$ cat config.mk
export PLATFORM = sky130hd
export DESIGN_NAME = issue_unit_arbiter_flat
export DESIGN_NICKNAME = d
export VERILOG_FILES = /design/src/rtl/issue_unit_arbiter_if.sv /design/src/rtl/issue_unit_arbiter.sv /design/src/flat_wrapper.sv
export SDC_FILE = /design/constraint.sdc
export NUM_CORES = 1
export LEC_CHECK = 0
export CORE_UTILIZATION = 47
export DETAILED_ROUTE_END_ITERATION = 10
export HOLD_SLACK_MARGIN = 0.05
export PLACE_DENSITY = 0.73
export SLEW_MARGIN = 20
export SYNTH_ARGS = -nofsm -noshare
export SYNTH_HDL_FRONTEND = slang
export SYNTH_SLANG_ARGS = --single-unit
$ cat constraint.sdc
create_clock -name clk -period 5.1 [get_ports clk]
set_input_delay 1.02 -clock clk [delete_from_list [all_inputs] [get_ports clk]]
set_output_delay 1.02 -clock clk [all_outputs]
set_load 0.005 [all_outputs]
$ cat src/rtl/issue_unit_arbiter_if.sv
// Issue unit arbiter bus: per-warp issue/exit request-grant pairs,
// OC back-pressure, and the statistics counters.
interface issue_unit_arbiter_if #(
  parameter int NUM_WARPS = 8,
  parameter int CNT_WIDTH = 32
);
  logic [NUM_WARPS-1:0] Req_IB_IU;
  logic [NUM_WARPS-1:0] Grt_IU_IB;
  logic [NUM_WARPS-1:0] Exit_Req_IB_IU;
  logic [NUM_WARPS-1:0] Exit_Grt_IU_IB;
  logic                 Full_OC_IU;
  logic [CNT_WIDTH-1:0] Issue_Count_IU;
  logic [CNT_WIDTH-1:0] Stall_Count_IU;

  // Instruction-buffer / OC side: raises requests, observes grants.
  modport master (
    output Req_IB_IU, Exit_Req_IB_IU, Full_OC_IU,
    input  Grt_IU_IB, Exit_Grt_IU_IB, Issue_Count_IU, Stall_Count_IU
  );

  // Arbiter side.
  modport slave (
    input  Req_IB_IU, Exit_Req_IB_IU, Full_OC_IU,
    output Grt_IU_IB, Exit_Grt_IU_IB, Issue_Count_IU, Stall_Count_IU
  );
endinterface

$ cat src/rtl/issue_unit_arbiter.sv
// Issue unit arbiter: round-robin issue grant to the OC (gated by OC full)
// and independent round-robin exit grant, plus issue/stall statistics.
module issue_unit_arbiter #(
  parameter int NUM_WARPS    = 8,
  parameter int LOGNUM_WARPS = $clog2(NUM_WARPS),
  parameter int CNT_WIDTH    = 32
) (
  input  logic                   clk,
  input  logic                   rst,
  issue_unit_arbiter_if.slave    bus
);
  typedef int unsigned uint_t;
  localparam uint_t NW = uint_t'(NUM_WARPS);

  logic [LOGNUM_WARPS-1:0] rr_ptr_q, rr_ptr_d;
  logic [LOGNUM_WARPS-1:0] ex_ptr_q, ex_ptr_d;
  logic [CNT_WIDTH-1:0]    issue_cnt_q, issue_cnt_d;
  logic [CNT_WIDTH-1:0]    stall_cnt_q, stall_cnt_d;
  logic [LOGNUM_WARPS:0]   iss_sel;   // {valid, warp index}
  logic [LOGNUM_WARPS:0]   ex_sel;
  logic [NUM_WARPS-1:0]    exit_cand;
  logic [NUM_WARPS-1:0]    grt;
  logic [NUM_WARPS-1:0]    ex_grt;

  // First requester at or after ptr, wrapping modulo NUM_WARPS (not 2^n).
  function automatic logic [LOGNUM_WARPS:0] rr_pick(
    input logic [NUM_WARPS-1:0]    req,
    input logic [LOGNUM_WARPS-1:0] ptr
  );
    logic [LOGNUM_WARPS:0] res;
    uint_t idx;
    res = '0;
    for (int unsigned i = 0; i < NW; i++) begin
      idx = uint_t'(ptr) + i;
      if (idx >= NW) idx = idx - NW;
      if (!res[LOGNUM_WARPS] && req[LOGNUM_WARPS'(idx)])
        res = {1'b1, LOGNUM_WARPS'(idx)};
    end
    return res;
  endfunction

  function automatic logic [LOGNUM_WARPS-1:0] next_ptr(input logic [LOGNUM_WARPS-1:0] w);
    return (w == LOGNUM_WARPS'(NW - 1)) ? '0 : w + 1'b1;
  endfunction

  // Combinational grant selection; reset forces both grants low at once.
  always_comb begin
    exit_cand = bus.Exit_Req_IB_IU & ~bus.Req_IB_IU;
    iss_sel   = (rst || bus.Full_OC_IU) ? '0 : rr_pick(bus.Req_IB_IU, rr_ptr_q);
    ex_sel    = rst ? '0 : rr_pick(exit_cand, ex_ptr_q);
    grt       = '0;
    ex_grt    = '0;
    if (iss_sel[LOGNUM_WARPS]) grt[iss_sel[LOGNUM_WARPS-1:0]]   = 1'b1;
    if (ex_sel[LOGNUM_WARPS])  ex_grt[ex_sel[LOGNUM_WARPS-1:0]] = 1'b1;
  end

  // Next-state for pointers and statistics counters.
  always_comb begin
    rr_ptr_d    = rr_ptr_q;
    ex_ptr_d    = ex_ptr_q;
    issue_cnt_d = issue_cnt_q;
    stall_cnt_d = stall_cnt_q;
    if (iss_sel[LOGNUM_WARPS]) begin
      rr_ptr_d    = next_ptr(iss_sel[LOGNUM_WARPS-1:0]);
      issue_cnt_d = issue_cnt_q + CNT_WIDTH'(1);
    end
    if (ex_sel[LOGNUM_WARPS]) ex_ptr_d = next_ptr(ex_sel[LOGNUM_WARPS-1:0]);
    if (bus.Full_OC_IU && (|bus.Req_IB_IU) && (stall_cnt_q != '1))
      stall_cnt_d = stall_cnt_q + CNT_WIDTH'(1);
  end

  // State registers.
  always_ff @(posedge clk or posedge rst) begin
    if (rst) begin
      rr_ptr_q    <= '0;
      ex_ptr_q    <= '0;
      issue_cnt_q <= '0;
      stall_cnt_q <= '0;
    end else begin
      rr_ptr_q    <= rr_ptr_d;
      ex_ptr_q    <= ex_ptr_d;
      issue_cnt_q <= issue_cnt_d;
      stall_cnt_q <= stall_cnt_d;
    end
  end

  assign bus.Grt_IU_IB      = grt;
  assign bus.Exit_Grt_IU_IB = ex_grt;
  assign bus.Issue_Count_IU = issue_cnt_q;
  assign bus.Stall_Count_IU = stall_cnt_q;
endmodule

$ cat src/flat_wrapper.sv
// flat-port wrapper written by rule: the top's interface ports become plain ports
module issue_unit_arbiter_flat 
#(
  parameter int NUM_WARPS    = 8,
  parameter int LOGNUM_WARPS = $clog2(NUM_WARPS),
  parameter int CNT_WIDTH    = 32
)
  (clk, rst, bus_Req_IB_IU, bus_Exit_Req_IB_IU, bus_Full_OC_IU, bus_Grt_IU_IB, bus_Exit_Grt_IU_IB, bus_Issue_Count_IU, bus_Stall_Count_IU);
  issue_unit_arbiter_if #(.NUM_WARPS(NUM_WARPS), .CNT_WIDTH(CNT_WIDTH)) bus_i ();
  input  logic clk;
  input  logic rst;
  input wire logic [$bits(bus_i.Req_IB_IU)-1:0] bus_Req_IB_IU;
  input wire logic [$bits(bus_i.Exit_Req_IB_IU)-1:0] bus_Exit_Req_IB_IU;
  input wire logic [$bits(bus_i.Full_OC_IU)-1:0] bus_Full_OC_IU;
  output wire logic [$bits(bus_i.Grt_IU_IB)-1:0] bus_Grt_IU_IB;
  output wire logic [$bits(bus_i.Exit_Grt_IU_IB)-1:0] bus_Exit_Grt_IU_IB;
  output wire logic [$bits(bus_i.Issue_Count_IU)-1:0] bus_Issue_Count_IU;
  output wire logic [$bits(bus_i.Stall_Count_IU)-1:0] bus_Stall_Count_IU;
  assign bus_i.Req_IB_IU = bus_Req_IB_IU;
  assign bus_i.Exit_Req_IB_IU = bus_Exit_Req_IB_IU;
  assign bus_i.Full_OC_IU = bus_Full_OC_IU;
  assign bus_Grt_IU_IB = bus_i.Grt_IU_IB;
  assign bus_Exit_Grt_IU_IB = bus_i.Exit_Grt_IU_IB;
  assign bus_Issue_Count_IU = bus_i.Issue_Count_IU;
  assign bus_Stall_Count_IU = bus_i.Stall_Count_IU;
  issue_unit_arbiter #(.NUM_WARPS(NUM_WARPS), .LOGNUM_WARPS(LOGNUM_WARPS), .CNT_WIDTH(CNT_WIDTH)) u_core (.clk(clk), .rst(rst), .bus(bus_i));
endmodule
# After elaboration in Yosys (flattened, before gate mapping)
# Cells that the tools add are included.
[word_totals]
ff_bits = 70
input_bits = 19
out_inout_bits = 80
elab_cells = 187
[op_classes]
n_addsub = 34
order_cmp = 36
n_eq_ne = 3
mux = 74
bitwise_logic = 2
n_reduce_logical = 34
[ops]
columns = ["cell", "count"]
rows = [
  ["< comparator 3 x 4 -> 1 bit, second input constant", 18],
  ["two-way mux 4 bit", 18],
  ["adder 32 x 1 -> 32 bit, second input constant", 2],
  ["greater-or-equal comparator 4 bit, second input constant", 14],
  ["two-way mux 3 bit", 18],
  ["binary-select mux 1 bit (select 3 bit)", 16],
  ["subtractor 3 x 1 -> 3 bit, second input constant", 16],
  ["adder 3 x 3 -> 4 bit, second input constant", 8],
  ["!= test 32 bit, second input constant", 1],
  ["logical AND 1 bit", 18],
  ["two-way mux 1 bit", 18],
  ["adder 3 x 2 -> 4 bit, second input constant", 4],
  ["two-way mux 8 bit", 2],
  ["zero test 1 bit", 14],
  ["adder 3 x 1 -> 4 bit, second input constant", 2],
  ["bitwise AND 8 bit", 1],
  ["greater-or-equal comparator 3 x 4 -> 1 bit, second input constant", 2],
  ["NOT 8 bit", 1],
  ["OR reduction 8 bit", 1],
  ["adder 3 x 1 -> 3 bit, second input constant", 2],
  ["demux 1 bit (select 3 bit)", 2],
  ["equality test 3 bit, second input constant", 2],
  ["greater-or-equal comparator 3 x 1 -> 1 bit, second input constant", 2],
  ["logical OR 1 bit", 1],
]

# Logic depth before layout (Yosys ltp)
# Gate-level depths: netlist of run 1.
[depth]
word_depth = 32
ltp_mapped = 18
depth_no_buf = 13

# Worst setup path after synthesis of run 1
# OpenSTA, ideal clock, no wires.
[synth_timing]
path_kind = "register -> output"
start = "reg u_core.rr_ptr_q[0]"
end = "out bus_Grt_IU_IB[3]"
t_arrival_ps = 3772
t_required_ps = 4080
path_slack_ps = 308
stages_incl_launch_ff = 14
n_path_buf = 3
cell_sequence = "dfrtp_1 buf_6 clkbuf_1 inv_1 ha_1 mux4_2 or4_4 nor3_4 a211oi_1 or4b_1 o21ai_2 and2_1 buf_4 and3b_1"
[synth_via]
elab_chain_cells = 32
word_cells_on_any_way = 76
cone_classes = "15 x add/sub; 10 x order compare; 36 x mux; 15 x reduce/logical"
[synth_rtl]
columns = ["item", "line", "rtl"]
rows = [
  ["start, declared", "issue_unit_arbiter.sv:15", "logic [LOGNUM_WARPS-1:0] rr_ptr_q, rr_ptr_d;"],
  ["start signal, assigned", "issue_unit_arbiter.sv:80", "rr_ptr_q <= rr_ptr_d;"],
  ["branches (longest 25 deep; another with adder 3 x 1 -> 4 bit)", "-", ""],
  ["two-way mux 4 bit *", "issue_unit_arbiter.sv:36", "if (!res[LOGNUM_WARPS] && req[LOGNUM_WARPS'(idx)])"],
  ["two-way mux 4 bit *", "issue_unit_arbiter.sv:49", "iss_sel = (rst || bus.Full_OC_IU) ? '0 : rr_pick(bus.Req_IB_IU, rr_ptr_q);"],
  ["< comparator 3 x 4 -> 1 bit (not written as such) / greater-or-equal comparator 3 x 1 -> 1 bit (equally long branches)", "issue_unit_arbiter.sv:53", "if (iss_sel[LOGNUM_WARPS]) grt[iss_sel[LOGNUM_WARPS-1:0]] = 1'b1;"],
  ["logical AND 1 bit (not written as such)", "issue_unit_arbiter.sv:53", ""],
  ["two-way mux 1 bit (not written as such)", "issue_unit_arbiter.sv:53", ""],
  ["demux 1 bit (select 3 bit)", "-", ""],
  ["two-way mux 8 bit *", "issue_unit_arbiter.sv:53", ""],
  ["end, declared", "flat_wrapper.sv:15", "output wire logic [$bits(bus_i.Grt_IU_IB)-1:0] bus_Grt_IU_IB;"],
]
# Mark *: on every way between the ends. The select of a mux whose other input is x is not followed.

# Worst setup path in the final report of run 1
[layout_timing]
start = "in bus_Req_IB_IU[3]"
end = "out bus_Grt_IU_IB[2]"
[layout_via]
elab_chain_cells = 30
word_cells_on_any_way = 45
cone_classes = "2 x order compare; 28 x mux; 15 x reduce/logical"
[layout_rtl]
columns = ["item", "line", "rtl"]
rows = [
  ["start, declared", "flat_wrapper.sv:12", "input wire logic [$bits(bus_i.Req_IB_IU)-1:0] bus_Req_IB_IU;"],
  ["binary-select mux 1 bit (select 3 bit)", "issue_unit_arbiter.sv:36", ""],
  ["two-way mux 1 bit (not written as such)", "issue_unit_arbiter.sv:36", ""],
  ["two-way mux 4 bit", "issue_unit_arbiter.sv:36", ""],
  ["zero test 1 bit", "issue_unit_arbiter.sv:36", ""],
  ["logical AND 1 bit", "issue_unit_arbiter.sv:36", ""],
  ["two-way mux 4 bit", "issue_unit_arbiter.sv:36", ""],
  ["zero test 1 bit", "issue_unit_arbiter.sv:36", ""],
  ["logical AND 1 bit", "issue_unit_arbiter.sv:36", ""],
  ["(+14 left out)", "-", ""],
  ["logical AND 1 bit", "issue_unit_arbiter.sv:36", ""],
  ["two-way mux 4 bit *", "issue_unit_arbiter.sv:36", ""],
  ["two-way mux 4 bit *", "issue_unit_arbiter.sv:49", ""],
  ["< comparator 3 x 4 -> 1 bit (not written as such) / greater-or-equal comparator 3 x 1 -> 1 bit (equally long branches)", "issue_unit_arbiter.sv:53", ""],
  ["logical AND 1 bit (not written as such)", "issue_unit_arbiter.sv:53", ""],
  ["two-way mux 1 bit (not written as such)", "issue_unit_arbiter.sv:53", ""],
  ["demux 1 bit (select 3 bit)", "-", ""],
  ["two-way mux 8 bit *", "issue_unit_arbiter.sv:53", ""],
]
# Mark *: on every way between the ends. The rest lies on a longest branch, timed or not. The select of a mux whose other input is x is not followed.

==> flow_summary.json, run 1 <==
{
  "n_fill_cell": 885,
  "syn_avg_cell_area_sq_um": 9.61,
  "max_stage_delay_ns": 0.54,
  "die_h_um": 108,
  "crit_fanout": 10,
  "ir_drop_mv": 0.303,
  "vias": 5060,
  "power.switching_mw": 1.47,
  "synth_top_area_cell": "dfrtp_1",
  "grt_pass1_wl_mm": 24.1,
  "synth.distinct_cells": 61,
  "worstPathRequired_ns": 4.08,
  "start_kind": "input pin",
  "hold_path.class": "flop to flop",
  "via_per_inst": 5.80,
  "finClkSkew_ns": 0.00614,
  "antenna_found_initial": 0,
  "grt_pass1_vias": 4968,
  "row_count": 38,
  "synth-edff-count": 0,
  "synth_nets": 580,
  "clk_pin_slew_ns": 0.07,
  "drv_slew": 0,
  "io_pins": 99,
  "final_cells": 872,
  "area_growth_pct": 39.2,
  "synthCells": 551,
  "clkPwrFrac_pct": 13.1,
  "clk_latency_ns": 0.35,
  "critPathArrivalTime_ns": 4.09,
  "rsz0062_at_grt": "true",
  "die_area_sq_mm": 0.0117,
  "hold_violations": 0,
  "cts.sinks": 70,
  "synth_area_sq_mm": 0.00529,
  "cts_buffers": 9,
  "critPathTopFamily": "simple AND/OR/NAND/NOR gates",
  "wire_per_inst_um": 17.1,
  "synthArstFlopShare_pct": 100,
  "criticalPathCategory": "input pin to output port",
  "drc": 0,
  "end_kind": "output port",
  "initial_core_util_pct": 48.6,
  "die_w_um": 108,
  "crit_chain": "dlygate4sd2_1 > mux4_2 > or4_4 > nor3_4 > a211oi_2 > or4b_1 > o21ai_2 > buf_4 > nor2_1 > and3b_1 > clkdlybuf4s50_1",
  "grt_max_degree": 71,
  "hp-start": "u_core.bus.Issue_Count_IU[31]$_DFFE_PP0P_",
  "power.density_mw_per_mm2": 483,
  "whs_endpoint": "u_core.bus.Issue_Count_IU[31]$_DFFE_PP0P_",
  "ys_top_cells_by_area": "dfrtp_1 33%, mux4_2 9.8%, xnor2_1 7.6%, mux2i_1 5.3%, xor2_1 3.6%",
  "intPower_mw": 2.09,
  "finalWorstSetupSlack_ns": -0.0137,
  "hold_depth": 1,
  "max_freq_mhz": 196,
  "min_period_ns": 5.11,
  "drt_first_pass_iters": 5,
  "run_status": "finished, violations left",
  "yosysWarningCount": 0,
  "setup_tns_ns": -0.0137,
  "pwr-share-comb_pct": 66.1,
  "cts.path.max_buffers": 2,
  "r2r_start": "u_core.rr_ptr_q[1]$_DFFE_PP0P_",
  "drt_iter0_drc": 274,
  "final_nets": 757,
  "slowest_stage": "mux4_2",
  "switching_share_pct": 41.3,
  "rrSetupSlack_ns": 1.25,
  "cts_tree": "built",
  "finalCritPeriodShare_pct": 100,
  "r2r_end": "u_core.rr_ptr_q[2]$_DFFE_PP0P_",
  "cap_violations": 0,
  "wl_mm": 14.9,
  "netlist.area_leader.share_pct": 33.1,
  "drive_gt1_share_pct": 24.0,
  "synth-seq-area-share_pct": 33.1,
  "setup_viol": 1,
  "seqPwrFrac_pct": 20.8,
  "synth_ff_type": "dfrtp_1",
  "dp_hpwl_mm": 10.8,
  "place_inst": 840,
  "core_sq_mm": 0.0109,
  "grt.overflow.total": 0,
  "num_antenna_cells": 0,
  "h-tree-depth": 3,
  "r2r_cells": 15,
  "cts.root.buffer_cell": "clkbuf_8",
  "grtUsageTotal_pct": 26.2,
  "violations": "negative setup slack",
  "gp_congestion": 0.929,
  "drtAntennaViolNets": 0,
  "power_leakage_nw": 3.43,
  "ys_seq_elements": 70,
  "worst_pin_slew_ns": 0.856,
  "path_buf_inv": 3,
  "fin_util_pct": 67.7,
  "port_buffers": 98,
  "max_slew_margin_pct": 42.9
}
## stage by stage
step | power (mW) | cell area (sq um) | hold slack [ns] | setup slack, ns
floorplan | 2.04 | 5290 | 0.468 | 0.308
global placement | 2.79 | 6890 | 0.462 | -0.281
detailed placement | 2.84 | 6890 | 0.466 | -0.391
CTS | 3.41 | 7210 | 0.480 | -0.0772
global route | 3.80 | 7370 | 0.496 | -0.129
finish | 3.56 | 7370 | 0.478 | -0.0137
## how the worst max path moves through the flow
stage | to | startpoint | cells after the start | slack, ns
6_report | bus_Grt_IU_IB[2] | bus_Req_IB_IU[3] | 11 | -0.01
5_1_grt | bus_Exit_Grt_IU_IB[4] | bus_Req_IB_IU[3] | 12 | -0.13
4_1_cts | bus_Grt_IU_IB[2] | bus_Req_IB_IU[1] | 12 | -0.08
3_5_place_dp | bus_Grt_IU_IB[2] | bus_Req_IB_IU[3] | 11 | -0.39
3_3_place_gp | bus_Grt_IU_IB[0] | bus_Req_IB_IU[3] | 11 | -0.28
2_1_floorplan | bus_Grt_IU_IB[3] | u_core.rr_ptr_q[0]$_DFFE_PP0P_ | 13 | 0.31
## layer usage
metal	GRT usage, %	share of wire (%)	up-vias
met5	0	0	-
met4	9.30	1.9	0
met1	33.6	41	2503
li1	-	-	2362
met3	5.18	7.1	24
met2	43.9	50	171
## cells in the mapped netlist, drive strengths merged, types with 2 or more instances
library cell / instances
a2111oi: 2
a211oi: 5
a21oi: 19
a22oi: 2
a31oi: 3
and2: 5
and3: 16
and3b: 3
and4: 6
buf: 8
clkbuf: 13
clkinv: 2
dfrtp: 70
ha: 10
inv: 21
mux2: 9
mux2i: 28
mux4: 25
nand2: 50
nand2b: 12
nand3: 29
nand3b: 3
nand4: 19
nand4b: 2
nor2: 42
nor2b: 10
nor3: 11
nor3b: 7
nor4: 4
o2111ai: 2
o211a: 3
o211ai: 5
o21a: 2
o21ai: 12
o221ai: 2
o22ai: 3
o2bb2ai: 2
o31ai: 2
or2: 3
xnor2: 46
xor2: 22
## sequential cells by signal, summed over array words and instances (netlist names)
name / count
u_core.bus.Issue_Count_IU: 32
u_core.bus.Stall_Count_IU: 32
u_core.ex_ptr_q: 3
u_core.rr_ptr_q: 3
## power by group through the flow
stage / sequential, mW / clock [mW] / combinational, mW
finish: 0.740 / 0.467 / 2.36
global route: 0.749 / 0.497 / 2.56
CTS: 0.732 / 0.474 / 2.21
detailed placement: 0.741 / 0 / 2.10
global placement: 0.738 / 0 / 2.05
floorplan: 0.697 / 0 / 1.34
## cell usage in the layout, fill, tap and decap left out, drive strengths merged, types with 3 or more instances in the layout
master	instances
a31oi	3
mux2	9
and3b	3
a21oi	19
dlymetal6s2s	5
ha	10
and4	6
dlygate4sd2	17
and2	5
clkbuf	12
clkinv	3
nor4	4
clkdlybuf4s50	75
nor3	11
mux2i	28
nand2	50
xnor2	46
o211ai	5
nand3b	3
nand4	19
and3	16
or2	3
nand2b	12
nor2b	10
inv	21
mux4	25
a211oi	5
buf	90
nor3b	7
o21ai	12
o22ai	3
xor2	22
dfrtp	70
nor2	42
nand3	29
o211a	3
## kinds of logic after synthesis
| kind of cell | Yosys count | synth area share (%) |
|---|---|---|
| XOR/XNOR | 68 | 11.3 |
| buffers and inverters | 44 | 3.45 |
| AO/OA/AOI/OAI | 71 | 9.10 |
| flip-flops | 70 | 33.1 |
| adder cells (fa/ha/maj) | 10 | 2.36 |
| multiplexers | 62 | 18.0 |
| AND/OR/NAND/NOR | 226 | 22.8 |
## what timing repair did
item / CTS / global route
pin swaps: 8 / 6
gates resized for setup: 34 / 31
hold buffers: 0 / 0
buffers inserted: 10 / 7
gates cloned: 0 / 0
setup endpoints to repair: 16 / 11
## area by class of cell
class	instances	area [sq um]	share of cell area [%]
repair buffers	187	1640	22.2
inverters	23	86.3	1.17
clock buffers	12	165	2.24
flip-flops and latches	70	1750	23.8
clock inverters	3	42.5	0.577
well taps	140	175	2.38
multi-input cells	437	3510	47.6
Power figures use the tool's default switching activity.
==> run 2, diff against run 1 <==
- CORE_MARGIN: unset -> 3
==> run 2 against run 1 <==
The flow now finishes without violations. Register-to-register slack improved by 0.07 ns. Sequential share of layout area decreased by 0.25 points. Critical path depth unchanged. Worst hold slack is essentially flat. Global-route usage decreased by 2.5 points. Highest routed layer unchanged. Utilization grew 0.37 points. Combinational power decreased by 3%. Die area rose by 7.5%. Cell count fell by 0.80%. Fmax increased by 2.6%. Flip-flop and latch count unchanged. Largest cell class unchanged. Sequential power shrank 4.5%.
==> flow_summary.json, run 2 (same netlist as run 1, synthesis figures left out) <==
{
  "power_mw": 3.64,
  "final_common_cell": "buf_4",
  "pwr-share-comb_pct": 63.1,
  "die_h_um": 112,
  "fin_util_pct": 68.1,
  "worstPathRequired_ns": 4.08,
  "h-tree-depth": 3,
  "hold_path.class": "flop to flop",
  "grt_pass1_vias": 5091,
  "n_fill_cell": 857,
  "final_cells": 865,
  "power_leakage_nw": 3.50,
  "initial_core_util_pct": 48.4,
  "clkPwrFrac_pct": 17.5,
  "grt.overflow.total": 0,
  "start_kind": "input pin",
  "area_growth_pct": 40.6,
  "ir_drop_mv": 0.368,
  "worst_pin_slew_ns": 0.870,
  "power.switching_mw": 1.47,
  "critPathArrivalTime_ns": 3.96,
  "grt_max_degree": 71,
  "row_count": 38,
  "drv_slew": 0,
  "cts.path.max_buffers": 2,
  "run_status": "completed",
  "seqPwrFrac_pct": 19.4,
  "intPower_mw": 2.18,
  "drt_first_pass_iters": 5,
  "drt_iter0_drc": 272,
  "drive_gt1_share_pct": 23.4,
  "cap_violations": 0,
  "grt_pass1_wl_mm": 24.9,
  "layout_common_cells": "78 x buf_4, 74 x clkdlybuf4s50_1, 70 x dfrtp_1",
  "final_nets": 749,
  "die_w_um": 112,
  "gp_congestion": 0.907,
  "via_per_inst": 5.78,
  "hold_violations": 0,
  "end_kind": "output port",
  "core_sq_mm": 0.0109,
  "cts_tree": "built",
  "dp_hpwl_mm": 11.2,
  "clk_latency_ns": 0.33,
  "rrSetupSlack_ns": 1.32,
  "cp-endpoint": "bus_Grt_IU_IB[4]",
  "vias": 4996,
  "antenna_found_initial": 0,
  "finClkSkew_ns": 0.00767,
  "num_antenna_cells": 0,
  "cts.root.buffer_cell": "clkbuf_16",
  "min_period_ns": 4.98,
  "cts_buffers": 9,
  "cts.sinks": 70,
  "crit_fanout": 5,
  "port_buffers": 98,
  "clk_pin_slew_ns": 0.06,
  "wl_mm": 15.1,
  "io_pins": 99,
  "r2r_cells": 14,
  "drtAntennaViolNets": 0,
  "finalCritPeriodShare_pct": 97.7,
  "criticalPathCategory": "input pin to output port",
  "place_inst": 844,
  "power.density_mw_per_mm2": 489,
  "critPathLaunch": "bus_Req_IB_IU[7]",
  "die_area_sq_mm": 0.0126,
  "setup_viol": 0,
  "max_freq_mhz": 201,
  "max_slew_margin_pct": 42.0,
  "wire_per_inst_um": 17.5,
  "drc": 0,
  "switching_share_pct": 40.3,
  "r2r_start": "u_core.ex_ptr_q[0]$_DFFE_PP0P_",
  "r2r_end": "u_core.ex_ptr_q[2]$_DFFE_PP0P_",
  "grtUsageTotal_pct": 23.7
}
## run 2: cell types whose count changed in the layout (fill, tap and decap cells not counted), sizes merged
cell           change
buf               -10
clkdlybuf4s50      -1
clkinv             -1
clkinvlp           +1
dlygate4sd2        -4
dlymetal6s2s       +6
inv                +1
nor2               +1
## run 2: layout make-up
class | instances | area [sq um] | share of cell area [%]
Clock buffer | 12 | 256 | 3.45
Clock inverter | 4 | 53.8 | 0.723
Inverter | 23 | 86.3 | 1.16
Multi-Input combinational cell | 438 | 3520 | 47.3
Sequential cell | 70 | 1750 | 23.5
Tap cell | 140 | 175 | 2.35
Timing Repair Buffer | 178 | 1600 | 21.5
## run 2: critical path: stages
cell             delay (ns)
dlygate4sd2_1          0.28
mux4_2                 0.50
or4_4                  0.58
nor3_4                 0.16
buf_4                  0.16
nor3b_2                0.19
a21oi_1                0.11
o31ai_2                0.11
nor2_2                 0.11
nor3b_1                0.20
clkdlybuf4s50_1        0.53
## run 2: per-layer routing
| layer | GRT usage [%] | up-vias | part of all wire [%] |
|---|---|---|---|
| met4 | 7.61 | 0 | 1.8 |
| met5 | 0 | - | 0 |
| li1 | - | 2348 | - |
| met2 | 40.4 | 165 | 50 |
| met3 | 5.23 | 20 | 6.4 |
| met1 | 30.2 | 2463 | 42 |
## run 2: how the worst min path moves through the flow
stage	cells past startpoint	to	startpoint	slack [ns]
2_1_floorplan	1	u_core.bus.Issue_Count_IU[31]$_DFFE_PP0P_	u_core.bus.Issue_Count_IU[31]$_DFFE_PP0P_	0.47
3_3_place_gp	1	u_core.bus.Issue_Count_IU[31]$_DFFE_PP0P_	u_core.bus.Issue_Count_IU[31]$_DFFE_PP0P_	0.46
3_5_place_dp	1	u_core.bus.Issue_Count_IU[31]$_DFFE_PP0P_	u_core.bus.Issue_Count_IU[31]$_DFFE_PP0P_	0.47
4_1_cts	1	u_core.bus.Issue_Count_IU[31]$_DFFE_PP0P_	u_core.bus.Issue_Count_IU[31]$_DFFE_PP0P_	0.48
5_1_grt	1	u_core.bus.Issue_Count_IU[31]$_DFFE_PP0P_	u_core.bus.Issue_Count_IU[31]$_DFFE_PP0P_	0.51
6_report	1	u_core.bus.Issue_Count_IU[31]$_DFFE_PP0P_	u_core.bus.Issue_Count_IU[31]$_DFFE_PP0P_	0.48
## run 2: timing repair
action	in CTS	in global routing
gates resized for setup	22	42
hold buffers	0	0
cloned	0	1
endpoints found under the setup margin	16	12
buffers inserted	2	2
pin swaps	1	6
## run 2: through the flow
step | setup slack [ns] | setup TNS [ns] | instance area, sq um | hold WS, ns
floorplan | 0.308 | 0 | 5290 | 0.468
global placement | -0.211 | -2.85 | 6920 | 0.461
detailed placement | -0.319 | -3.76 | 6920 | 0.467
CTS | -0.0143 | -0.0200 | 7260 | 0.479
global route | -0.0132 | -0.0241 | 7440 | 0.513
finish | 0.118 | 0 | 7440 | 0.477
## run 2: power by group through the flow
stage	Clock, mW	Combinational, mW	Sequential (mW)
floorplan	0	1.34	0.697
global placement	0	2.06	0.707
detailed placement	0	2.10	0.712
CTS	0.648	2.14	0.704
global route	0.670	2.50	0.719
finish	0.637	2.30	0.707
